--- src/rtl/fmap_bram_reader.sv ---
// fmap_bram_reader: streams a packed feature map out of a 32-bit BRAM, one element per valid/ready beat
module fmap_bram_reader #(
    parameter int DATA_NUM  = 400,
    parameter int I_F_BW    = 8,
    localparam int B_COL_NUM = 32 / I_F_BW,
    localparam int B_DATA_D  = (DATA_NUM + B_COL_NUM - 1) / B_COL_NUM,
    localparam int B_ADDR_W  = B_DATA_D > 1 ? $clog2(B_DATA_D) : 1
) (
    input  logic                clk,
    input  logic                areset_n,
    input  logic                i_run,
    output logic                o_idle,
    output logic                o_run,
    output logic                o_en_err,
    output logic                o_done,
    output logic [B_ADDR_W-1:0] b_o_fmap_addr,
    output logic                b_o_fmap_ce,
    input  logic [31:0]         b_i_fmap_q,
    output logic                o_ot_valid,
    input  logic                i_ot_ready,
    output logic [I_F_BW-1:0]   o_ot_data,
    output logic                o_ot_last
);
    localparam int LW = B_COL_NUM > 1 ? $clog2(B_COL_NUM) : 1;
    localparam int CW = $clog2(DATA_NUM + 1);
    localparam int IW = $clog2(B_DATA_D + 1);

    typedef enum logic [1:0] {S_IDLE, S_RUN, S_DONE} state_t;

    state_t              r_state;
    logic                r_idle;
    logic                r_done;
    logic                r_err;
    logic [B_ADDR_W-1:0] r_addr;
    logic [IW-1:0]       r_issued;
    logic                r_inflight;
    logic [31:0]         r_fifo [3];
    logic [1:0]          r_wp;
    logic [1:0]          r_rp;
    logic [1:0]          r_occ;
    logic                r_valid;
    logic [I_F_BW-1:0]   r_data;
    logic                r_last;
    logic [CW-1:0]       r_cnt;
    logic [LW-1:0]       r_lane;

    state_t              w_next;
    logic                w_start;
    logic                w_issue;
    logic                w_fifo_empty;
    logic                w_src_vld;
    logic [31:0]         w_src;
    logic [I_F_BW-1:0]   w_lane;
    logic                w_load;
    logic                w_is_last;
    logic                w_pop;
    logic                w_pop_fifo;
    logic                w_push;

    assign w_start      = (r_state == S_IDLE) && i_run;
    assign w_issue      = (r_state == S_RUN) && (r_issued < IW'(B_DATA_D))
                          && (({1'b0, r_occ} + 3'(r_inflight)) < 3'd3);
    assign w_fifo_empty = (r_occ == 2'd0);
    assign w_src_vld    = !w_fifo_empty || r_inflight;
    // An empty FIFO lets the word arriving from the BRAM be unpacked directly.
    assign w_src        = w_fifo_empty ? b_i_fmap_q : r_fifo[r_rp];
    assign w_load       = (r_state == S_RUN) && w_src_vld && (!r_valid || i_ot_ready)
                          && (r_cnt < CW'(DATA_NUM));
    assign w_is_last    = (r_cnt == CW'(DATA_NUM - 1));
    assign w_pop        = w_load && ((r_lane == LW'(B_COL_NUM - 1)) || w_is_last);
    assign w_pop_fifo   = w_pop && !w_fifo_empty;
    assign w_push       = r_inflight && !(w_fifo_empty && w_pop);
    assign w_next       = w_start ? S_RUN :
                          (r_state == S_RUN && r_valid && i_ot_ready && r_last) ? S_DONE :
                          (r_state == S_DONE) ? S_IDLE : r_state;

    assign o_idle        = r_idle;
    assign o_run         = !r_idle;
    assign o_en_err      = r_err;
    assign o_done        = r_done;
    assign b_o_fmap_addr = r_addr;
    assign b_o_fmap_ce   = w_issue;
    assign o_ot_valid    = r_valid;
    assign o_ot_data     = r_data;
    assign o_ot_last     = r_last;

    // Select the current lane of the source word.
    always_comb begin
        w_lane = '0;
        for (int j = 0; j < B_COL_NUM; j++)
            if (r_lane == LW'(j)) w_lane = w_src[j*I_F_BW +: I_F_BW];
    end

    // Run-control FSM with registered status flags; busy i_run latches the error.
    always_ff @(posedge clk) begin
        if (!areset_n) begin
            r_state <= S_IDLE;
            r_idle  <= 1'b1;
            r_done  <= 1'b0;
            r_err   <= 1'b0;
        end else begin
            r_state <= w_next;
            r_idle  <= (w_next == S_IDLE);
            r_done  <= (w_next == S_DONE);
            if (i_run && r_state != S_IDLE) r_err <= 1'b1;
        end
    end

    // Read issue: address walks 0..B_DATA_D-1 and holds at the final word.
    always_ff @(posedge clk) begin
        if (!areset_n) begin
            r_addr     <= '0;
            r_issued   <= '0;
            r_inflight <= 1'b0;
        end else begin
            r_inflight <= w_issue;
            if (w_start) begin
                r_addr   <= '0;
                r_issued <= '0;
            end else if (w_issue) begin
                r_issued <= r_issued + 1'b1;
                if (r_issued != IW'(B_DATA_D - 1)) r_addr <= r_addr + 1'b1;
            end
        end
    end

    // Three-entry word FIFO; read credits keep it from overflowing.
    always_ff @(posedge clk) begin
        if (!areset_n) begin
            r_wp  <= '0;
            r_rp  <= '0;
            r_occ <= '0;
        end else begin
            if (w_push) begin
                r_fifo[r_wp] <= b_i_fmap_q;
                r_wp         <= (r_wp == 2'd2) ? 2'd0 : r_wp + 2'd1;
            end
            if (w_pop_fifo) r_rp <= (r_rp == 2'd2) ? 2'd0 : r_rp + 2'd1;
            r_occ <= r_occ + 2'(w_push) - 2'(w_pop_fifo);
        end
    end

    // Output register: holds data while stalled, reloads on every accepted beat.
    always_ff @(posedge clk) begin
        if (!areset_n) begin
            r_valid <= 1'b0;
            r_data  <= '0;
            r_last  <= 1'b0;
            r_cnt   <= '0;
            r_lane  <= '0;
        end else if (w_start) begin
            r_cnt  <= '0;
            r_lane <= '0;
        end else if (w_load) begin
            r_valid <= 1'b1;
            r_data  <= w_lane;
            r_last  <= w_is_last;
            r_cnt   <= r_cnt + 1'b1;
            r_lane  <= w_pop ? '0 : r_lane + 1'b1;
        end else if (r_valid && i_ot_ready) begin
            r_valid <= 1'b0;
            r_last  <= 1'b0;
        end
    end
endmodule

--- config.mk ---
export PLATFORM = sky130hd
export DESIGN_NAME = fmap_bram_reader
export DESIGN_NICKNAME = d
export VERILOG_FILES = /design/src/rtl/fmap_bram_reader.sv
export SDC_FILE = /design/constraint.sdc
export NUM_CORES = 1
export LEC_CHECK = 0
export CAP_MARGIN = 5
export CORE_MARGIN = 5
export CORE_UTILIZATION = 45
export DETAILED_ROUTE_END_ITERATION = 6
export PLACE_DENSITY = 0.69
export SLEW_MARGIN = 20
export SYNTH_ARGS = -nofsm -noshare
export SYNTH_HDL_FRONTEND = slang
export SYNTH_SLANG_ARGS = --single-unit
--- constraint.sdc ---
create_clock -name clk -period 6 [get_ports clk]
set_input_delay 1.5 -clock clk [delete_from_list [all_inputs] [get_ports clk]]
set_output_delay 1.5 -clock clk [all_outputs]
set_load 0.1 [all_outputs]
==> flow_summary.json, run 1 <==
{
  "finalCriticalPeriod_ns": 4.75,
  "cp-end-kind": "output port",
  "final_common_cell": "edfxtp_1",
  "slowest_delay_ns": 1.19,
  "synth_top_flop_cell": "edfxtp_1",
  "root_buffer": "clkbuf_16",
  "totalWireLength_um": 14300,
  "cp.arrival_ns": 3.25,
  "slew_headroom_pct": 24.5,
  "drive_above_1_share_pct": 7.68,
  "cts.sinks": 145,
  "grt_overflow": 0,
  "synth_top_area_cell": "edfxtp_1",
  "firstDrtPassIters": 5,
  "ys_seq_elements": 145,
  "grt_max_degree": 50,
  "cp_slowest_cell": "clkdlybuf4s50_1",
  "rsz0062_at_grt": "false",
  "slew_viol_final": 0,
  "vias_per_cell": 5.65,
  "register_area_mm2": 0.00386,
  "diodes": 0,
  "place_area_mm2": 0.00696,
  "clkSlewWorstSetupHoldPaths_ns": 0.06,
  "grt_use_total_pct": 17.9,
  "nets": 620,
  "drt_iter0_markers": 339,
  "multiInputGateArea_mm2": 0.00220,
  "period_share_pct": 79.1,
  "core_mm2": 0.0137,
  "post-cts-setup-buffers": 0,
  "finalHoldViolCount": 0,
  "gp_congestion": 0.805,
  "antenna_left": 0,
  "wl_per_cell_um": 18.6,
  "rows": 43,
  "hold_path.class": "flop to flop",
  "crit_path_max_fanout": 13,
  "whs_ns": 0.487,
  "grt_pass1_wl_um": 22700,
  "start_util_pct": 45.5,
  "hpwlAfterDp_um": 9030,
  "cp-start-kind": "flop",
  "syn-num-nets": 572,
  "max_freq_mhz": 211,
  "path_cells": "ha_1, ha_1, nor3b_1, o211a_1, clkdlybuf4s50_1",
  "p_leak_nw": 2.53,
  "num_vias": 4329,
  "yosysWarningCount": 0,
  "clk_path_buf_depth": 2,
  "synth_edf_count": 96,
  "ys_types": 47,
  "dieArea_mm2": 0.0163,
  "synth.top_cell.area_share_pct": 46.2,
  "avgSynthCellArea_um2": 11.9,
  "io_pins": 58,
  "grt_pass1_vias": 4399,
  "fin_setup_tns_ns": 0,
  "insertion_delay_ns": 0.42,
  "syn-instance-count": 525,
  "finClkSkew_ns": 0.00754,
  "status": "finished clean",
  "cts_buffers": 17,
  "critPathRequiredTime_ns": 4.50,
  "cts_max_level": 4,
  "synth.cell_area_mm2": 0.00624,
  "ctsHoldBuffers": 0,
  "peakVddDrop_v": 0.000161,
  "fin_area_mm2": 0.00758,
  "final_cell_mix": "edfxtp_1 (96), clkdlybuf4s50_1 (57), dfxtp_1 (48)",
  "io_buffers": 57,
  "cts_tree": "built",
  "worstSetupPathType": "flop to output port",
  "fillCellCount": 1139,
  "setup-violations-final": 0,
  "die_w_um": 128,
  "drv_cap": 0,
  "crit_top_cell": "ha_1",
  "worst_pin_slew_ns": 1.13,
  "die_y_um": 128,
  "drc": 0,
  "ctsResizeCount": 0,
  "antenna_found_initial": 0,
  "p_per_area_mw_per_mm2": 310,
  "yosys-top-cells-area": "edfxtp_1 (46%), dfxtp_1 (16%), mux2i_1 (4.2%), nand2_1 (2.7%), o2111ai_1 (2.5%)",
  "ys_seq_area_share_pct": 61.9,
  "async_flop_share_pct": 0,
  "syn_to_final_growth_pct": 21.3
}
==> flip-flops by register name, indices dropped and copies added (netlist names), named ones only <==
signal / cells
r_fifo: 96
o_ot_last: 1
r_state: 2
r_inflight: 1
o_ot_data: 8
r_rp: 2
r_wp: 2
b_o_fmap_addr: 7
r_occ: 2
o_idle: 1
r_issued: 7
r_lane: 2
o_ot_valid: 1
o_done: 1
r_cnt: 9
o_en_err: 1
==> power breakdown <==
part           leakage (nW)  internal, mW  switching, mW
clock network         0.313         0.691          0.387
logic                 0.953        0.0596          0.122
registers              1.26          1.08         0.0120
==> path summary, 6_finish.rpt <==
check / from / to / slack [ns] / depth (start not counted)
worst min register to register: o_en_err$_SDFFE_PN0P_ / o_en_err$_SDFFE_PN0P_ / 0.49 / 1
worst max-delay path: r_occ[0]$_SDFF_PN0_ / b_o_fmap_ce / 1.25 / 5
worst min-delay path: o_en_err$_SDFFE_PN0P_ / o_en_err$_SDFFE_PN0P_ / 0.49 / 1
worst max register to register: r_occ[1]$_SDFF_PN0_ / r_fifo[0][9]$_DFFE_PP_ / 2.96 / 5
==> cell usage after synthesis (3+ instances only) <==
master / number
edfxtp_1: 96
dfxtp_1: 49
nand2_1: 45
mux2i_1: 26
nor2_1: 26
a31oi_1: 25
o21ai_0: 23
clkbuf_1: 21
nand3_1: 18
o2111ai_1: 18
nand3b_1: 17
nor3_1: 16
inv_1: 15
a21oi_1: 14
ha_1: 11
buf_2: 9
nand2b_1: 9
xnor2_1: 9
xor2_1: 9
a21boi_0: 8
a21o_1: 8
a2bb2oi_1: 7
nand4_1: 5
and2_1: 4
and3_1: 4
nor2b_1: 4
buf_1: 3
==> critical path, delay by kind of cell, from the launching register on <==
kind,cells,cell delay (ns)
adders and majority gates,2,0.44
AOI/OAI and AO/OA,1,0.38
and+or+nand+nor,1,0.37
buffers and inverters,1,1.19
DFF,1,0.45
==> logic make-up after synthesis <==
group	Yosys count	share of synthesized area (%)
adder cells (fa/ha/maj)	11	2.20
buffers and inverters	49	3.25
AO/OA/AOI/OAI	119	13.2
multiplexers	26	4.17
flip-flops	145	61.9
XOR/XNOR	18	2.52
AND/OR/NAND/NOR	157	12.8
==> final cells by class <==
class | instances | share of cell area [%]
Tap cell | 180 | 2.97
Inverter | 15 | 0.743
Timing Repair Buffer | 63 | 8.12
Clock buffer | 23 | 6.87
Clock inverter | 9 | 1.30
Multi-Input combinational cell | 331 | 29.0
Sequential cell | 145 | 51.0
==> layer usage <==
metal / vias to the layer above / track usage [%] / routed length (um)
met1: 2081 / 22.3 / 6160
met3: 30 / 4.71 / 942
met4: 0 / 7.18 / 306
met5: - / 0 / 0
li1: 2063 / - / -
met2: 155 / 29.5 / 6840
==> through the flow <==
stage | setup slack [ns] | util, % | total power [mW] | std cells
final | 1.25 | 55.2 | 2.35 | 766
after detailed placement | 1.66 | 50.7 | 1.29 | 734
after global routing | 1.05 | 55.2 | 2.43 | 766
after CTS | 1.24 | 55.2 | 2.37 | 766
after global placement | 1.73 | 50.7 | 1.29 | 734
after floorplan | 0.995 | - | 1.22 | 525
(Power assumes the default switching activity.)
==> run 2, diff against run 1 <==
- clock period: 6 -> 4.6 ns (I/O delays scaled with it)
==> flow_summary.json, run 2 (synthesis results as in run 1) <==
{
  "grt_pass1_wl_um": 22200,
  "fin_area_mm2": 0.00763,
  "antenna_found_initial": 0,
  "cts_buffers": 17,
  "final_common_cell": "edfxtp_1",
  "crit_family": "flip-flops",
  "p_leak_nw": 2.54,
  "slew_headroom_pct": 30.5,
  "min-delay-start": "o_en_err$_SDFFE_PN0P_",
  "multiInputGateArea_mm2": 0.00220,
  "die_w_um": 128,
  "gp_congestion": 0.829,
  "vias_per_cell": 5.61,
  "fillCellCount": 1141,
  "core_mm2": 0.0137,
  "post-place-ws_ns": 0.798,
  "diodes": 0,
  "cts_tree": "built",
  "ff2ff_path_depth": 9,
  "cp_slowest_cell": "dfxtp_1",
  "register_area_mm2": 0.00386,
  "timing.rr.end": "r_occ[1]$_SDFF_PN0_",
  "root_buffer": "clkbuf_16",
  "r2r-start": "r_occ[1]$_SDFF_PN0_",
  "firstDrtPassIters": 5,
  "regMostFlops": "r_fifo",
  "drive_above_1_share_pct": 7.84,
  "critPathBufInv": 1,
  "largest_reg_flops": 96,
  "dieArea_mm2": 0.0163,
  "cts_max_level": 4,
  "p_per_area_mw_per_mm2": 403,
  "post-cts-setup-buffers": 0,
  "critPathRequiredTime_ns": 3.45,
  "hold_depth": 1,
  "worstSetupPathType": "flop to output port",
  "antenna_left": 0,
  "grt_pass1_vias": 4239,
  "io_buffers": 57,
  "max_freq_mhz": 273,
  "slew_viol_final": 0,
  "hold_path.class": "flop to flop",
  "finClkSkew_ns": 0.00628,
  "utilization_pct": 55.6,
  "drv_cap": 0,
  "place_area_mm2": 0.00701,
  "cp.arrival_ns": 2.51,
  "setup-violations-final": 0,
  "nets": 621,
  "finalHoldViolCount": 0,
  "rsz0062_at_grt": "false",
  "fin_setup_tns_ns": 0,
  "power_mw": 3.08,
  "cts.sinks": 145,
  "syn_to_final_growth_pct": 22.3,
  "final_cell_mix": "edfxtp_1 (96), clkdlybuf4s50_1 (56), dfxtp_1 (48)",
  "crit_top_cell": "ha_1",
  "drt_iter0_markers": 247,
  "cp-start-kind": "flop",
  "ctsResizeCount": 0,
  "grt_max_degree": 51,
  "hpwlAfterDp_um": 8790,
  "crit_path_max_fanout": 13,
  "io_pins": 58,
  "grt_use_total_pct": 17.3,
  "rows": 43,
  "finalCriticalPeriod_ns": 3.66,
  "cp-end-kind": "output port",
  "insertion_delay_ns": 0.42,
  "worst_pin_slew_ns": 1.04,
  "r2r_slack_ns": 1.72,
  "path_cells": "ha_1, ha_1, nor3b_1, o211a_1, buf_4",
  "start_util_pct": 45.5,
  "totalWireLength_um": 13500,
  "slowest_delay_ns": 0.47,
  "holdPathEnd": "o_en_err$_SDFFE_PN0P_",
  "wl_per_cell_um": 17.6,
  "die_y_um": 128,
  "clk_path_buf_depth": 2,
  "worst_slack_ns": 0.937,
  "peakVddDrop_v": 0.000218,
  "clkSlewWorstSetupHoldPaths_ns": 0.06,
  "num_vias": 4300,
  "status": "finished clean",
  "drc": 0,
  "ctsHoldBuffers": 0,
  "period_share_pct": 79.6,
  "grt_overflow": 0
}
==> run 2: cell type report <==
cell class,count,area share [%]
flip-flops and latches,145,50.6
multi-input cells,331,28.8
repair buffers,64,8.62
clock buffers,23,6.96
well taps,180,2.95
clock inverters,9,1.26
inverters,15,0.737
==> run 2: how the worst max path moves through the flow <==
stage	start	endpoint	slack, ns	cells past startpoint
6_report	r_occ[0]$_SDFF_PN0_	b_o_fmap_ce	0.94	5
5_1_grt	r_occ[0]$_SDFF_PN0_	b_o_fmap_ce	0.76	5
4_1_cts	r_occ[0]$_SDFF_PN0_	b_o_fmap_ce	0.90	5
3_5_place_dp	i_ot_ready	r_occ[1]$_SDFF_PN0_	0.80	10
3_3_place_gp	i_ot_ready	r_occ[1]$_SDFF_PN0_	0.89	10
2_1_floorplan	i_ot_ready	r_fifo[1][0]$_DFFE_PP_	1.03	4
==> run 2: routing by layer <==
layer	wire length (um)	vias to the layer above	GRT usage (%)	share of wire, %
met1	6020	2072	23.1	45
met4	362	0	7.37	2.7
met5	0	-	0	0
li1	-	2064	-	-
met2	6480	137	27.4	48
met3	660	27	3.71	4.9
==> run 2: worst register-to-register path, cell delays in order (launching register included) <==
cell	delay [ns]
dfxtp_1	0.70
or2_1	0.23
o2111ai_1	0.40
o31ai_1	0.56
ha_1	0.31
inv_1	0.06
ha_1	0.15
xnor2_1	0.08
xnor2_1	0.15
and2_1	0.14
==> run 2: power breakdown <==
part / internal, mW / switching, mW / total (mW) / leakage (nW)
combinational: 0.0784 / 0.156 / 0.234 / 0.970
sequential: 1.41 / 0.0166 / 1.43 / 1.26
clock: 0.918 / 0.499 / 1.42 / 0.312
total: 2.40 / 0.672 / 3.08 / 2.54
==> run 2: stage by stage <==
step | hold WS [ns] | instances
floorplan | 0.454 | 525
global placement | 0.462 | 735
detailed placement | 0.458 | 735
CTS | 0.477 | 767
global route | 0.510 | 767
finish | 0.470 | 767
==> run 3, diff against run 2 <==
- clock period: 4.6 -> 3.81 ns (I/O delays scaled with it)
==> flow_summary.json, run 3 (synthesis results as in run 1) <==
{
  "hpwlAfterDp_um": 8780,
  "hold_path.class": "flop to flop",
  "setup-violations-final": 0,
  "vias_per_cell": 5.67,
  "grt_pass1_wl_um": 22500,
  "io_pins": 58,
  "grt_overflow": 0,
  "wl_per_cell_um": 17.9,
  "max_freq_mhz": 305,
  "clk_path_buf_depth": 2,
  "syn_to_final_growth_pct": 23.1,
  "p_leak_nw": 2.58,
  "nets": 626,
  "grt_max_degree": 51,
  "largest_reg_flops": 96,
  "gp_congestion": 0.818,
  "grt_use_total_pct": 17.6,
  "totalWireLength_um": 13800,
  "antenna_left": 0,
  "core_mm2": 0.0137,
  "ctsResizeCount": 0,
  "io_buffers": 57,
  "cts.sinks": 145,
  "place_area_mm2": 0.00702,
  "start_util_pct": 45.5,
  "cp-end-kind": "output port",
  "finalHoldViolCount": 0,
  "critPathRequiredTime_ns": 2.86,
  "fin_setup_tns_ns": 0,
  "final_cell_mix": "edfxtp_1 (96), clkdlybuf4s50_1 (56), dfxtp_1 (48)",
  "grt_pass1_vias": 4274,
  "root_buffer": "clkbuf_16",
  "final_common_cell": "edfxtp_1",
  "power_mw": 3.88,
  "cp-start-kind": "flop",
  "drive_above_1_share_pct": 8.61,
  "die_y_um": 128,
  "status": "finished clean",
  "p_per_area_mw_per_mm2": 505,
  "firstDrtPassIters": 5,
  "route.met3.wl_um": 804,
  "insertion_delay_ns": 0.42,
  "antenna_found_initial": 0,
  "finClkSkew_ns": 0.00634,
  "cts_tree": "built",
  "num_vias": 4377,
  "diodes": 0,
  "highest_layer": "met4",
  "whs_ns": 0.467,
  "peakVddDrop_v": 0.000294,
  "post-cts-setup-buffers": 0,
  "regMostFlops": "r_fifo",
  "drt_iter0_markers": 363,
  "wl_met2_um": 6730,
  "dieArea_mm2": 0.0163,
  "ctsHoldBuffers": 0,
  "wirelength_met1_um": 5980,
  "cts_buffers": 17,
  "cp.arrival_ns": 2.32,
  "die_w_um": 128,
  "slew_headroom_pct": 29.8,
  "finalCriticalPeriod_ns": 3.28,
  "fillCellCount": 1154,
  "drv_cap": 0,
  "clkSlewWorstSetupHoldPaths_ns": 0.06,
  "period_share_pct": 86.0,
  "rows": 43,
  "rsz0062_at_grt": "false",
  "worst_pin_slew_ns": 1.05,
  "crit_path_max_fanout": 13,
  "worstSetupPathType": "flop to output port",
  "cts_max_level": 4,
  "slew_viol_final": 0,
  "drc": 0,
  "fin_area_mm2": 0.00769
}
==> run 3: cell count changes in the layout (fill, tap and decap cells not counted), sizes merged <==
cell,before,now
clkbuf,23,21
clkinv,6,5
clkinvlp,1,0
buf,8,13
bufinv,2,6
==> run 3: final cells by class <==
class | count | area (um^2) | share of cell area [%]
repair buffers | 69 | 671 | 8.72
multi-input cells | 331 | 2200 | 28.6
flip-flops and latches | 145 | 3860 | 50.3
clock inverters | 11 | 209 | 2.72
inverters | 15 | 56.3 | 0.732
well taps | 180 | 225 | 2.93
clock buffers | 21 | 460 | 5.99
==> run 3: final timing paths <==
path / from / cells past startpoint / endpoint / slack [ns]
setup / recovery: r_occ[1]$_SDFF_PN0_ / 4 / b_o_fmap_ce / 0.53
hold / removal: o_en_err$_SDFFE_PN0P_ / 1 / o_en_err$_SDFFE_PN0P_ / 0.47
setup reg to reg: r_cnt[0]$_SDFFE_PP0P_ / 11 / r_occ[1]$_SDFF_PN0_ / 1.16
hold reg to reg: o_en_err$_SDFFE_PN0P_ / 1 / o_en_err$_SDFFE_PN0P_ / 0.47
==> run 3: worst max-delay path: stages (launching register included) <==
cell and delay, ns:
dfxtp_1 0.48, ha_1 0.30, nor3b_1 0.47, o211a_1 0.43, buf_12 0.22
==> run 3: through the flow <==
stage	instances	setup WS (ns)	utilization, %
final	772	0.534	56.0
after global routing	772	0.374	56.0
after CTS	772	0.488	56.0
after detailed placement	740	0.404	51.2
after global placement	740	0.488	51.2
after floorplan	525	0.389	-
==> run 3: layer usage <==
layer / track usage, % / vias up
met5: 0 / -
met4: 7.18 / 0
met3: 4.38 / 26
met2: 28.7 / 153
met1: 22.7 / 2123
li1: - / 2075
==> run 3: report_power, final <==
| group | internal [mW] | switching, mW |
|---|---|---|
| combinational | 0.0981 | 0.195 |
| sequential | 1.70 | 0.0161 |
| clock | 1.26 | 0.612 |
